===== src/rtl/bcd_pack_unit.sv =====
// Two-digit BCD <-> 8-bit binary conversion unit between the calculator's
// digit entry/display logic and its ALU. Both paths are registered, latency 1.
module bcd_pack_unit (
  input  logic       clk,
  input  logic       rst_n,
  input  logic       join_vld_i,
  input  logic [3:0] join_tens_i,
  input  logic [3:0] join_ones_i,
  output logic       join_vld_o,
  output logic [7:0] join_val_o,
  output logic       join_err_o,
  input  logic       split_vld_i,
  input  logic [7:0] split_val_i,
  output logic       split_vld_o,
  output logic [1:0] split_hund_o,
  output logic [3:0] split_tens_o,
  output logic [3:0] split_ones_o,
  output logic       split_ovf_o
);

  logic [7:0] join_sum;
  logic       join_bad;

  logic [1:0] hund_c;
  logic [6:0] rem_h;
  logic [3:0] tens_c;
  logic [6:0] tens_x10;
  logic [3:0] ones_c;
  logic       ovf_c;

  // tens*10 as (tens<<3)+(tens<<1); the largest illegal pair 15,15 still fits
  always_comb begin
    join_sum = ({4'd0, join_tens_i} << 3) + ({4'd0, join_tens_i} << 1)
             + {4'd0, join_ones_i};
    join_bad = (join_tens_i > 4'd9) || (join_ones_i > 4'd9);
  end

  always_comb begin
    hund_c = 2'd0;
    rem_h  = split_val_i[6:0];
    if (split_val_i >= 8'd200) begin
      hund_c = 2'd2;
      rem_h  = 7'(split_val_i - 8'd200);
    end else if (split_val_i >= 8'd100) begin
      hund_c = 2'd1;
      rem_h  = 7'(split_val_i - 8'd100);
    end
    ovf_c = (split_val_i > 8'd99);

    // remainder is below 100, so the tens digit is the highest decade threshold reached
    tens_c = 4'd0;
    for (int t = 1; t < 10; t++) begin
      if (rem_h >= 7'(t * 10))
        tens_c = 4'(t);
    end
    tens_x10 = ({3'd0, tens_c} << 3) + ({3'd0, tens_c} << 1);
    ones_c   = 4'(rem_h - tens_x10);
  end

  always_ff @(posedge clk) begin
    if (!rst_n) begin
      join_vld_o <= 1'b0;
      join_val_o <= 8'd0;
      join_err_o <= 1'b0;
    end else begin
      join_vld_o <= join_vld_i;
      if (join_vld_i) begin
        join_val_o <= join_sum;
        join_err_o <= join_bad;
      end
    end
  end

  always_ff @(posedge clk) begin
    if (!rst_n) begin
      split_vld_o  <= 1'b0;
      split_hund_o <= 2'd0;
      split_tens_o <= 4'd0;
      split_ones_o <= 4'd0;
      split_ovf_o  <= 1'b0;
    end else begin
      split_vld_o <= split_vld_i;
      if (split_vld_i) begin
        split_hund_o <= hund_c;
        split_tens_o <= tens_c;
        split_ones_o <= ones_c;
        split_ovf_o  <= ovf_c;
      end
    end
  end

endmodule


===== config.mk =====
export PLATFORM = sky130hd
export DESIGN_NAME = bcd_pack_unit
export DESIGN_NICKNAME = d
export VERILOG_FILES = /design/src/rtl/bcd_pack_unit.sv
export SDC_FILE = /design/constraint.sdc
export NUM_CORES = 1
export LEC_CHECK = 0
export CELL_PAD_IN_SITES_DETAIL_PLACEMENT = 2
export CELL_PAD_IN_SITES_GLOBAL_PLACEMENT = 2
export CORE_MARGIN = 1
export CORE_UTILIZATION = 30
export CTS_CLUSTER_SIZE = 16
export DETAILED_ROUTE_END_ITERATION = 16
export PLACE_DENSITY_LB_ADDON = 0.1
export REMOVE_ABC_BUFFERS = 1
export SLEW_MARGIN = 5
export SYNTH_ARGS = -nofsm -noshare
export SYNTH_HDL_FRONTEND = slang
export SYNTH_SLANG_ARGS = --single-unit

===== constraint.sdc =====
create_clock -name clk -period 4.3 [get_ports clk]
set_clock_uncertainty 0.1 [all_clocks]
set_input_delay 0.43 -clock clk [delete_from_list [all_inputs] [get_ports clk]]
set_output_delay 0.43 -clock clk [all_outputs]
set_load 0.005 [all_outputs]

== After elaboration in Yosys (flattened, before gate mapping) ==
Index checks and enable logic that the tools add are counted.
Cells by class
  add/subtract/negate cells: 6
  multipliers: 0
  div/mod/pow operators: 0
  magnitude comparators: 14
  equal/unequal tests: 0
  shift-type cells: 0
  mux-type cells: 13
  bitwise logic cells: 0
  reductions and logical operators: 1
Operators by type and width (count)
  4-bit 2-to-1 mux: 8
  7-bit by 6-bit >= comparator with 1-bit output (second input constant): 3
  7-bit >= comparator (second input constant): 3
  7-bit by 5-bit >= comparator with 1-bit output (second input constant): 2
  7-bit 2-to-1 mux: 2
  7-bit subtractor (second input constant): 2
  7-bit by 5-bit adder with 8-bit output: 1
  8-bit by 4-bit adder with 8-bit output: 1
  8-bit by 7-bit >= comparator with 1-bit output (second input constant): 1
  8-bit >= comparator (second input constant): 1
  4-bit > comparator (second input constant): 2
  8-bit by 7-bit > comparator with 1-bit output (second input constant): 1
  7-bit by 4-bit >= comparator with 1-bit output (second input constant): 1
  4-bit adder: 1
  4-bit subtractor: 1
  1-bit 2-to-1 mux: 2
  2-bit 2-to-1 mux: 1
  1-bit logical OR: 1
Storage, ports and cells
  bits in registers: 22
  latch bits: 0
  memory bits (writable): 0
  ROM bits: 0
  bits of input ports: 20
  output and inout port bits: 22
  logic and storage cells: 42
  memories kept: 0

== Logic depth before layout (Yosys ltp) ==
  word-level depth: 15
  mapped depth: 15
  depth with buffers taken out: 14

== Least setup slack after synthesis ==
No wires, ideal clock.
  path kind: in2reg
  start: in split_val_i[2]
  end: reg split_ones_o[3]
  library setup time: 64 ps
  data arrival time: 3535 ps
  required time: 4136 ps
  path slack: 601 ps
  stages: 13
  path buffers: 0
  cell sequence: inv_1 > ha_1 > a2111oi_4 > nor2_1 > a211o_1 > a311oi_1 > o21ai_0 > a21oi_1 > ha_1 > and2_2 > a2111o_1 > or4_1 > nand4_1
Between the ends
  elaborated cells on any way between the ends: 26
  classes of those cells: 4 x add/sub; 11 x order compare; 11 x mux
RTL lines
  start: declaration: line 13  | input logic [7:0] split_val_i,
  7-bit subtractor or 8-bit by 7-bit >= comparator with 1-bit output (tied branches): line 46, 44
  7-bit 2-to-1 mux: line 44  | end else if (split_val_i >= 8'd100) begin
  7-bit 2-to-1 mux (*): line 41  | if (split_val_i >= 8'd200) begin
  7-bit by 5-bit >= comparator with 1-bit output: line 53  | if (rem_h >= 7'(t * 10))
  4-bit 2-to-1 mux (7 in a row): line 53
  4-bit 2-to-1 mux (*): line 53
  via tens_c[1]: line 26  | logic [3:0] tens_c;
  4-bit adder (*): line 56  | tens_x10 = ({3'd0, tens_c} << 3) + ({3'd0, tens_c} << 1);
  4-bit subtractor (*): line 57  | ones_c = 4'(rem_h - tens_x10);
  end signal: assignment: line 86  | split_ones_o <= ones_c;
  end: declaration: line 17  | output logic [3:0] split_ones_o,
Mark *: on every way through the listed nets, which the timed path passes. The rest lies on a longest branch.
A chain may end at the register's enable or synchronous reset.

== Worst setup path after layout ==
  start: in split_val_i[0]
  end: reg split_ones_o[3]
The elaborated chain is that of the path after synthesis.

==> out/metrics.cfg <==
[route]
post_drt_via_cell_ratio = 5.28
wl_mm = 6.40
routedWlPerCell_um = 18.5
drtPass1Iterations = 4
vias = 1827
antenna_left = 0
initialDrtViolationCount = 39
drc_errors = 0

[global_routing]
grt_use_total_pct = 21.4
grt_overflow = 0
grt_pass1_vias = 2080
grt_first_pass_wirelength_mm = 10.6
grt_max_degree = 23
antenna_found_initial = 0

[clock_network]
cts-root-buf = clkbuf_8
cts.sinks = 22
cts-htree-levels = 1
path_clk_slew_ns = 0.08
cts_tree = built
clock_latency_ns = 0.26
clock_path_buffers = 2
numCtsBuffers = 3
postCtsHoldBufs = 0

[yosys]
ys_async_sr_fraction_pct = 0
synth_top_area_share_pct = 23.9
seq_area_frac_synth_pct = 23.9
synth.area.top_cells = dfxtp_1, ha_1, mux2i_1, nor2b_1, a2111oi_4
syn_inst = 197
ys.flop_type = dfxtp_1
synth-seq-cells = 22
syn_area_per_cell_um2 = 9.34
synth_edf_count = 0
yosys.cell_types.count = 58
ys.warnings.count = 0
syn_area_um2 = 1840
synth_top_area_cell = dfxtp_1

[min_path]
hp-class = flip-flop to flip-flop
holdPathStages = 2
min_to = split_tens_o[2]
worstHoldStart = split_tens_o[2]

[cells_and_area]
fillCellCount = 634
mostFrequentLayoutCell = clkdlybuf4s50_1
final_area_um2 = 2670
final_nets = 311
antenna_cells = 0
fin_cells = 346
drive_gt1_share_pct = 24.7
area_growth_pct = 45.1
layout_common_cells = clkdlybuf4s50_1, buf_4, dfxtp_1, ha_1, nor2b_1

[floorplan]
rows = 28
start_util_pct = 31.1
core_area_um2 = 5920
die_w_um = 80.3
die_area_um2 = 6450
die_h_um = 80.3
io_pins = 42

[sta]
min_period_over_period_pct = 96.8
setup_tns_ns = 0
min_period_ns = 4.16
fin_hold_ws_ns = 0.401
fmax_mhz = 240
tightest_slew_ns = 0.654
hold_viol_final = 0
slew_violations = 0
max_slew_margin_pct = 56.3
setup_viol = 0

[critical_path]
crit_chain = clkdlybuf4s50_1, inv_1, ha_2, a2111oi_4, buf_4, o21ai_2, and4_2, a311oi_2, o21ai_0, a21oi_1, ha_1, and2_2, a2111o_1, or4_1, nand4_1
worstSetupPathType = input pin to flip-flop
max_stage_delay_ns = 0.53
worstRegToRegCells = 2
cpMaxStageDelayCell = or4_1
cp_max_fo = 4
reg2reg_from = split_tens_o[0]
cp-end-kind = flip-flop
cp.arrival_ns = 4.27
r2r_slack_ns = 3.46
rr_endpoint = split_tens_o[0]
start_kind = input pin
cp.required_ns = 4.41

[run_status]
outcome = complete, no violations

[pwr]
power_density_nw_per_um2 = 282
vdd_drop_max_mv = 0.211
p_leak_nw = 1.14

[place]
place_hpwl_mm = 5.19
portBuffers = 41
place_area_um2 = 2540
place_inst = 338
gp_congestion = 0.860

[run]
timing.max_cap.violations = 0

-- area by class of cell --
cell class	count	area, um2	share of cell area (%)
Sequential cell	22	440	16.5
Timing Repair Buffer	80	714	26.8
Inverter	9	33.8	1.27
Clock buffer	3	41.3	1.55
Tap cell	75	93.8	3.51
Clock inverter	1	30.0	1.12
Multi-Input combinational cell	156	1320	49.3
-- how the worst max path moves through the flow --
stage	from	end	slack, ns	cells after the start
after floorplan	split_val_i[2]	split_ones_o[3]	0.60	13
after global placement	split_val_i[3]	split_ones_o[3]	-0.1	16
after detailed placement	split_val_i[3]	split_ones_o[3]	-0.30	15
after CTS	split_val_i[2]	split_ones_o[3]	0.09	14
after global routing	split_val_i[0]	split_ones_o[3]	-0.008	15
final	split_val_i[0]	split_ones_o[3]	0.14	15
-- timing repair --
action / 4_1_cts / 5_1_grt
gates cloned: 0 / 0
gates resized for setup: 2 / 6
buffers inserted: 1 / 3
pin swaps: 1 / 4
endpoints found under the setup margin: 1 / 1
-- stage by stage --
stage | util (%) | setup WS (ns) | power, mW
2_1_floorplan | - | 0.601 | 0.388
6_report | 45.1 | 0.138 | 0.752
5_1_grt | 45.1 | -0.00812 | 0.799
4_1_cts | 44.2 | 0.0919 | 0.753
3_3_place_gp | 42.8 | -0.0986 | 0.531
3_5_place_dp | 42.8 | -0.299 | 0.551
-- synth_stat cells, types with 2 or more instances --
| cell | count |
|---|---|
| dfxtp_1 | 22 |
| ha_1 | 17 |
| nor2b_1 | 13 |
| mux2i_1 | 11 |
| nor2_1 | 11 |
| a21oi_1 | 9 |
| inv_1 | 9 |
| o21ai_0 | 7 |
| nand2_1 | 6 |
| xnor2_1 | 6 |
| o211ai_1 | 5 |
| a211oi_1 | 4 |
| a21boi_0 | 4 |
| clkbuf_1 | 4 |
| nor3_1 | 4 |
| a211o_2 | 3 |
| a31oi_1 | 3 |
| clkbuf_8 | 3 |
| nand2b_1 | 3 |
| o211a_1 | 3 |
| a2111oi_4 | 2 |
| a21o_1 | 2 |
| a21o_2 | 2 |
| and2_1 | 2 |
| and2_2 | 2 |
| and4_2 | 2 |
| buf_6 | 2 |
| fa_1 | 2 |
| nand3_1 | 2 |
| nand3b_1 | 2 |
| nor4_1 | 2 |
| o22ai_1 | 2 |
-- power by group --
group	internal (mW)	leakage (nW)	switching, mW
clock network	0.124	0.0357	0.0690
registers	0.224	0.182	0.0102
logic	0.172	0.918	0.152
-- cell families after synthesis --
family          share of synthesized area [%]
compound gates                           28.1
fa+ha+maj                                13.7
simple gates                             18.4
flops                                    23.9
xor+xnor                                 2.86
buf+inv                                  6.39
mux                                      6.59
-- metal layers --
| metal | vias up | share of wire, % | wire (um) | GRT usage (%) |
|---|---|---|---|---|
| li1 | 882 | - | - | - |
| met1 | 908 | 42 | 2700 | 24.4 |
| met2 | 28 | 53 | 3420 | 41.2 |
| met3 | 9 | 2.5 | 163 | 2.50 |
| met4 | 0 | 1.8 | 117 | 6.43 |
| met5 | - | 0 | 0 | 0 |
-- registers in the layout, indices dropped and copies added, names as in the netlist --
signal	cells
join_vld_o	1
join_val_o	8
split_hund_o	2
split_ovf_o	1
split_ones_o	4
split_tens_o	4
split_vld_o	1
join_err_o	1
-- worst max-delay path: cells and delay by family --
family / cells / cell delay, ns
buffers and inverters: 3 / 0.78
AO/OA/AOI/OAI: 6 / 1.48
adder cells (fa/ha/maj): 2 / 0.52
AND/OR/NAND/NOR: 4 / 1.08
Power figures use the tool's default switching activity.
